--- src/rtl/room_draw_datapath_if.sv ---
// Bus between the home-simulation control path (master) and the room drawing
// datapath (slave): room selects, draw/clear strobes, pixel writes and progress.
interface room_draw_datapath_if;
  logic       enable0, enable1, enable2, enable3, enable4;
  logic       drawen, clearinitsignal, keyboardin, audin;
  logic [3:0] plotcounter;
  logic [7:0] clear_x;
  logic [6:0] clear_y;
  logic [7:0] MAX_X_PIXELS;
  logic [6:0] MAX_Y_PIXELS;
  logic [7:0] x;
  logic [6:0] y;
  logic [2:0] colour;
  logic       plot, countDone;
  logic [9:0] room_status;

  modport master (
    output enable0, enable1, enable2, enable3, enable4,
    output drawen, clearinitsignal, keyboardin, audin,
    input  plotcounter, clear_x, clear_y, MAX_X_PIXELS, MAX_Y_PIXELS,
    input  x, y, colour, plot, countDone, room_status
  );

  modport slave (
    input  enable0, enable1, enable2, enable3, enable4,
    input  drawen, clearinitsignal, keyboardin, audin,
    output plotcounter, clear_x, clear_y, MAX_X_PIXELS, MAX_Y_PIXELS,
    output x, y, colour, plot, countDone, room_status
  );
endinterface

--- src/rtl/room_draw_datapath.sv ---
// Draws 4x4 room status squares and full-screen clears for the VGA adapter,
// and keeps the per-room {function, on/off} record.
module room_draw_datapath #(
  parameter int MAX_X      = 159,
  parameter int MAX_Y      = 119,
  parameter int ROOM_Y     = 40,
  parameter int ROOM_X0    = 16,
  parameter int ROOM_PITCH = 28
) (
  input logic clock,
  input logic resetn,
  room_draw_datapath_if.slave bus
);
  typedef enum logic [1:0] {S_IDLE, S_DRAW, S_CLEAR, S_DONE} state_e;

  state_e     state_q, state_d;
  logic [3:0] plotcounter_q, plotcounter_d;
  logic [7:0] clear_x_q, clear_x_d, x_q, x_d;
  logic [6:0] clear_y_q, clear_y_d, y_q, y_d;
  logic [2:0] colour_q, colour_d;
  logic       plot_q, plot_d, count_done_q, count_done_d;
  logic [9:0] room_status_q, room_status_d;
  logic [4:0] enables;
  logic       sel_vld;
  logic [2:0] sel;
  logic [1:0] cur_st;

  function automatic logic [2:0] room_colour(input logic [1:0] st);
    unique case (st)
      2'b11:   return 3'b110;
      2'b10:   return 3'b001;
      2'b01:   return 3'b010;
      default: return 3'b100;
    endcase
  endfunction

  assign enables = {bus.enable4, bus.enable3, bus.enable2, bus.enable1, bus.enable0};
  assign sel_vld = |enables;

  // Downward scan so the lowest-indexed asserted enable is the last write.
  always_comb begin
    sel = 3'd0;
    for (int i = 4; i >= 0; i--)
      if (enables[i]) sel = 3'(i);
  end

  always_comb begin
    state_d       = state_q;
    plotcounter_d = plotcounter_q;
    clear_x_d     = clear_x_q;
    clear_y_d     = clear_y_q;
    x_d           = x_q;
    y_d           = y_q;
    colour_d      = colour_q;
    plot_d        = 1'b0;
    count_done_d  = (state_q == S_DONE);
    room_status_d = room_status_q;
    cur_st        = 2'b00;
    for (int i = 0; i < 5; i++)
      if (sel == 3'(i)) cur_st = room_status_q[2*i +: 2];

    unique case (state_q)
      S_IDLE: begin
        plotcounter_d = '0;
        clear_x_d     = '0;
        clear_y_d     = '0;
        if (bus.clearinitsignal)         state_d = S_CLEAR;
        else if (bus.drawen && sel_vld)  state_d = S_DRAW;
      end
      S_DRAW: begin
        if (bus.clearinitsignal) begin
          state_d       = S_CLEAR;
          plotcounter_d = '0;
        end else begin
          // The pixel for the current index is emitted whenever a room is
          // selected; drawen only decides whether the sweep carries on.
          if (sel_vld) begin
            if (plotcounter_q == 4'd0) begin
              cur_st = {bus.keyboardin, bus.audin};
              for (int i = 0; i < 5; i++)
                if (sel == 3'(i)) room_status_d[2*i +: 2] = cur_st;
            end
            x_d      = 8'(ROOM_X0 + ROOM_PITCH * int'(sel) + int'(plotcounter_q[1:0]));
            y_d      = 7'(ROOM_Y + int'(plotcounter_q[3:2]));
            colour_d = room_colour(cur_st);
            plot_d   = 1'b1;
          end
          if (!(bus.drawen && sel_vld)) begin
            state_d       = S_IDLE;
            plotcounter_d = '0;
          end else begin
            plotcounter_d = plotcounter_q + 4'd1;
            if (plotcounter_q == 4'd15) state_d = S_DONE;
          end
        end
      end
      S_CLEAR: begin
        if (!bus.clearinitsignal) begin
          state_d   = S_IDLE;
          clear_x_d = '0;
          clear_y_d = '0;
        end else begin
          x_d      = clear_x_q;
          y_d      = clear_y_q;
          colour_d = 3'b000;
          plot_d   = 1'b1;
          if (clear_x_q == 8'(MAX_X) && clear_y_q == 7'(MAX_Y)) begin
            state_d = S_DONE;
          end else if (clear_x_q == 8'(MAX_X)) begin
            clear_x_d = '0;
            clear_y_d = clear_y_q + 7'd1;
          end else begin
            clear_x_d = clear_x_q + 8'd1;
          end
        end
      end
      S_DONE: begin
        plotcounter_d = '0;
        clear_x_d     = '0;
        clear_y_d     = '0;
        state_d       = bus.clearinitsignal ? S_CLEAR : S_IDLE;
      end
    endcase
  end

  always_ff @(posedge clock or negedge resetn) begin
    if (!resetn) begin
      state_q       <= S_IDLE;
      plotcounter_q <= '0;
      clear_x_q     <= '0;
      clear_y_q     <= '0;
      x_q           <= '0;
      y_q           <= '0;
      colour_q      <= '0;
      plot_q        <= 1'b0;
      count_done_q  <= 1'b0;
      room_status_q <= '0;
    end else begin
      state_q       <= state_d;
      plotcounter_q <= plotcounter_d;
      clear_x_q     <= clear_x_d;
      clear_y_q     <= clear_y_d;
      x_q           <= x_d;
      y_q           <= y_d;
      colour_q      <= colour_d;
      plot_q        <= plot_d;
      count_done_q  <= count_done_d;
      room_status_q <= room_status_d;
    end
  end

  assign bus.plotcounter  = plotcounter_q;
  assign bus.clear_x      = clear_x_q;
  assign bus.clear_y      = clear_y_q;
  assign bus.MAX_X_PIXELS = 8'(MAX_X);
  assign bus.MAX_Y_PIXELS = 7'(MAX_Y);
  assign bus.x            = x_q;
  assign bus.y            = y_q;
  assign bus.colour       = colour_q;
  assign bus.plot         = plot_q;
  assign bus.countDone    = count_done_q;
  assign bus.room_status  = room_status_q;
endmodule
--- src/flat_wrapper.sv ---
// flat-port wrapper written by rule: the top's interface ports become plain ports
module room_draw_datapath_flat 
#(
  parameter int MAX_X      = 159,
  parameter int MAX_Y      = 119,
  parameter int ROOM_Y     = 40,
  parameter int ROOM_X0    = 16,
  parameter int ROOM_PITCH = 28
)
  (clock, resetn, bus_enable0, bus_enable1, bus_enable2, bus_enable3, bus_enable4, bus_drawen, bus_clearinitsignal, bus_keyboardin, bus_audin, bus_plotcounter, bus_clear_x, bus_clear_y, bus_MAX_X_PIXELS, bus_MAX_Y_PIXELS, bus_x, bus_y, bus_colour, bus_plot, bus_countDone, bus_room_status);
  room_draw_datapath_if bus_i ();
  input logic clock;
  input logic resetn;
  input wire logic [$bits(bus_i.enable0)-1:0] bus_enable0;
  input wire logic [$bits(bus_i.enable1)-1:0] bus_enable1;
  input wire logic [$bits(bus_i.enable2)-1:0] bus_enable2;
  input wire logic [$bits(bus_i.enable3)-1:0] bus_enable3;
  input wire logic [$bits(bus_i.enable4)-1:0] bus_enable4;
  input wire logic [$bits(bus_i.drawen)-1:0] bus_drawen;
  input wire logic [$bits(bus_i.clearinitsignal)-1:0] bus_clearinitsignal;
  input wire logic [$bits(bus_i.keyboardin)-1:0] bus_keyboardin;
  input wire logic [$bits(bus_i.audin)-1:0] bus_audin;
  output wire logic [$bits(bus_i.plotcounter)-1:0] bus_plotcounter;
  output wire logic [$bits(bus_i.clear_x)-1:0] bus_clear_x;
  output wire logic [$bits(bus_i.clear_y)-1:0] bus_clear_y;
  output wire logic [$bits(bus_i.MAX_X_PIXELS)-1:0] bus_MAX_X_PIXELS;
  output wire logic [$bits(bus_i.MAX_Y_PIXELS)-1:0] bus_MAX_Y_PIXELS;
  output wire logic [$bits(bus_i.x)-1:0] bus_x;
  output wire logic [$bits(bus_i.y)-1:0] bus_y;
  output wire logic [$bits(bus_i.colour)-1:0] bus_colour;
  output wire logic [$bits(bus_i.plot)-1:0] bus_plot;
  output wire logic [$bits(bus_i.countDone)-1:0] bus_countDone;
  output wire logic [$bits(bus_i.room_status)-1:0] bus_room_status;
  assign bus_i.enable0 = bus_enable0;
  assign bus_i.enable1 = bus_enable1;
  assign bus_i.enable2 = bus_enable2;
  assign bus_i.enable3 = bus_enable3;
  assign bus_i.enable4 = bus_enable4;
  assign bus_i.drawen = bus_drawen;
  assign bus_i.clearinitsignal = bus_clearinitsignal;
  assign bus_i.keyboardin = bus_keyboardin;
  assign bus_i.audin = bus_audin;
  assign bus_plotcounter = bus_i.plotcounter;
  assign bus_clear_x = bus_i.clear_x;
  assign bus_clear_y = bus_i.clear_y;
  assign bus_MAX_X_PIXELS = bus_i.MAX_X_PIXELS;
  assign bus_MAX_Y_PIXELS = bus_i.MAX_Y_PIXELS;
  assign bus_x = bus_i.x;
  assign bus_y = bus_i.y;
  assign bus_colour = bus_i.colour;
  assign bus_plot = bus_i.plot;
  assign bus_countDone = bus_i.countDone;
  assign bus_room_status = bus_i.room_status;
  room_draw_datapath #(.MAX_X(MAX_X), .MAX_Y(MAX_Y), .ROOM_Y(ROOM_Y), .ROOM_X0(ROOM_X0), .ROOM_PITCH(ROOM_PITCH)) u_core (.clock(clock), .resetn(resetn), .bus(bus_i));
endmodule
--- config.mk ---
export PLATFORM = sky130hd
export DESIGN_NAME = room_draw_datapath_flat
export DESIGN_NICKNAME = d
export VERILOG_FILES = /design/src/rtl/room_draw_datapath_if.sv /design/src/rtl/room_draw_datapath.sv /design/src/flat_wrapper.sv
export SDC_FILE = /design/constraint.sdc
export NUM_CORES = 1
export LEC_CHECK = 0
export CAP_MARGIN = 20
export CORE_MARGIN = 2
export CORE_UTILIZATION = 47
export CTS_BUF_LIST = sky130_fd_sc_hd__clkbuf_8
export DETAILED_ROUTE_END_ITERATION = 16
export GPL_TIMING_DRIVEN = 0
export HOLD_SLACK_MARGIN = 0.12
export PLACE_DENSITY = 0.79
export SYNTH_ARGS = -nofsm -noshare
export SYNTH_HDL_FRONTEND = slang
export SYNTH_SLANG_ARGS = --single-unit
--- constraint.sdc ---
create_clock -name clock -period 2.2 [get_ports clock]
set_input_delay 0.55 -clock clock [delete_from_list [all_inputs] [get_ports clock]]
set_output_delay 0.55 -clock clock [all_outputs]
set_load 0.005 [all_outputs]
==> flow_summary.ini <==
[synthesis]
yosysSeqAreaShare_pct = 41.0
avgSynthCellArea_um2 = 9.52
synth_edf_count = 0
synth_top_flop_cell = dfrtp_1
synth_top_cell_by_area = dfrtp_1
ys_seq_elements = 51
synth_cells = 327
async_flop_share_pct = 100
synth.most_common_cell = dfrtp_1
syn_area_um2 = 3110
yosys_warnings = 0
yosysTopAreaCellShare_pct = 41.0
yosys-top-cells-count = dfrtp_1 (51), nor2_1 (28), o21ai_0 (28)
yosysUniqueCellTypes = 55
ys_top_cells_by_area = dfrtp_1 (41%), ha_1 (8.0%), mux2_2 (4.7%)

[die]
rows = 29
boundaryPins = 75
die_h_um = 85.4
die_x_um = 85.4
start_util_pct = 48.7
die_area_um2 = 7290
core-area_um2 = 6390

[cells_and_area]
fin_util_pct = 66.7
fin_nets = 456
syn_to_final_growth_pct = 36.9
drive_gt1_share_pct = 23.9
final-instance-count-excl-fill = 500
n_fill_cell = 501
n_antenna_cell = 0
final_area_um2 = 4260

[sta]
finalHoldViolCount = 0
slew_headroom_pct = 66.0
fin_tns_setup_ns = -2.67
setup_viol = 7
fin_worst_skew_ns = 0.0137
holdWs_ns = 0.199
fmax_ghz = 0.328
post-route-period-util_pct = 138
tightest_slew_ns = 0.510
setup_ws_ns = -0.844
rsz0062_at_grt = yes
drv_slew = 0
fin_crit_ns = 3.04

[setup_path]
end_kind = register
path_cells = buf_8, nor4_4, and2_1, clkbuf_8, inv_6, fa_1, inv_2, ha_4, fa_1, buf_4, nand2_2, nor2_1, a221oi_1, o21a_1, o2bb2ai_2
worstSetupStartpointType = primary input
cp_data_arrival_time_ns = 3.25
critPathMaxStageDelay_ns = 0.51
crit_fanout = 3
crit_type = primary input to register
path_common_cell = fa_1
slowest_stage = fa_1
crit_required_ns = 2.40

[power]
p_total_mw = 4.22
p_leak_nw = 1.88
power_density_nw_per_um2 = 990
vdd_drop_max_mv = 0.685

[global_route]
grt_antenna_before_repair = 0
grt.total_usage_pct = 22.1
grt_start_max_net_pins = 31
grt_pass1_wl_um = 13100
grt_pass1_vias = 2686
grt_overflow = 0

[clocking]
clk_path_buf_depth = 2
cts_made_buffers = 5
cts_root_buf = clkbuf_8
clk_pin_slew_ns = 0.10
h-tree-depth = 2
cts_tree = built
holdBufCountCts = 0
clkSinkCount = 51
clock_latency_ns = 0.31

[run]
drv_cap = 0

[place]
port_buffers = 58
dp_cells = 476
dp_slack_ns = -1.55
dp_hpwl_um = 5610
placed_cell_area_um2 = 3890
place.gp.congestion = 0.910

[routing]
dr.pass1.iters = 4
drt_iter0_markers = 245
routed_wl_um = 8080
wl_per_cell_um = 16.2
drcViolationCount = 0
drt-vias-per-instance = 5.68
vias = 2842
antenna_left = 0

[run_status]
violations = setup timing
outcome = complete, but fails checks

[hold_path]
hp-class = primary input to async pin
## flip-flops by register name, summed over array words and instances (netlist names)
| name | count |
|---|---|
| u_core.bus.plot | 1 |
| u_core.bus.colour | 3 |
| u_core.bus.plotcounter | 4 |
| u_core.bus.x | 8 |
| u_core.bus.clear_x | 8 |
| u_core.state_q | 2 |
| u_core.bus.countDone | 1 |
| u_core.bus.y | 7 |
| u_core.bus.clear_y | 7 |
| u_core.bus.room_status | 10 |
## cell usage in the layout (no fill, tap or decap), types with 3 or more instances in the layout
cell / n
o31ai_1: 8
clkbuf_8: 7
ha_1: 12
fa_1: 3
nand2_1: 20
nand4_1: 3
dfrtp_1: 46
a21oi_1: 18
o41ai_1: 3
conb_1: 15
buf_2: 3
nor2_1: 27
inv_1: 16
o21a_1: 3
mux2i_1: 6
nor2b_1: 5
ha_2: 4
clkbuf_2: 5
mux2_2: 13
buf_4: 32
nand2b_1: 4
nand3_1: 12
buf_6: 4
o21ai_0: 25
dfrtp_2: 5
ha_4: 4
clkdlybuf4s50_1: 52
a31oi_1: 5
and3_1: 5
## critical path, delay by kind of cell
kind / cells / cell delay (ns)
AO/OA/AOI/OAI: 3 / 0.51
adder cells (fa/ha/maj): 3 / 1.14
buffers and inverters: 5 / 0.49
AND/OR/NAND/NOR: 4 / 0.55
## what timing repair did
action | 4_1_cts | 5_1_grt
cloned | 0 | 0
setup endpoints to repair | 34 | 29
gates resized for setup | 35 | 29
buffers inserted | 9 | 7
pin swaps | 9 | 11
## kinds of logic after synthesis
kind of cell    count (synthesis)  synth area share, %
fa+ha+maj                      23                 9.97
compound gates                 90                 18.7
flops                          51                 41.0
buf+inv                        46                 8.16
simple gates                   94                 14.8
mux                            19                 6.63
other cells                     2                0.241
xor+xnor                        2                0.563
## final cells by class
class                   count  area [um^2]  area share [%]
well taps                  77         96.3            2.26
repair buffers             75          711            16.7
clock buffers               6         82.6            1.94
inverters                  19         76.3            1.79
plain buffers              27          205            4.82
clock inverters             2         35.0           0.822
multi-input cells         243         1770            41.6
flip-flops and latches     51         1280            30.1
## per-layer routing
layer | vias up | GRT usage [%] | routed length (um)
li1 | 1332 | - | -
met2 | 111 | 37.2 | 4090
met1 | 1386 | 30.4 | 3430
met3 | 13 | 3.21 | 434
met5 | - | 0 | 0
met4 | 0 | 4.91 | 128
## power breakdown
group / total [mW] / switching, mW / internal [mW] / leakage (nW)
Combinational: 2.09 / 1.03 / 1.06 / 1.16
Clock: 0.688 / 0.320 / 0.369 / 0.0612
Sequential: 1.44 / 0.219 / 1.22 / 0.657
Total: 4.22 / 1.57 / 2.65 / 1.88
## path summary, 6_finish.rpt
check                                       from  slack [ns]  cells after the start                    end
min in group clock               u_core.bus.y[3]        0.51                      1        u_core.bus.y[3]
max in group asynchronous                 resetn        1.46                      2  u_core.bus.clear_x[6]
setup reg to reg           u_core.bus.clear_x[5]        0.05                      6  u_core.bus.clear_y[5]
hold / removal                            resetn        0.20                      1        u_core.bus.y[5]
hold reg to reg                  u_core.bus.y[3]        0.51                      1        u_core.bus.y[3]
setup / recovery                     bus_enable3       -0.84                     15        u_core.bus.x[7]
Power figures use the tool's default switching activity.
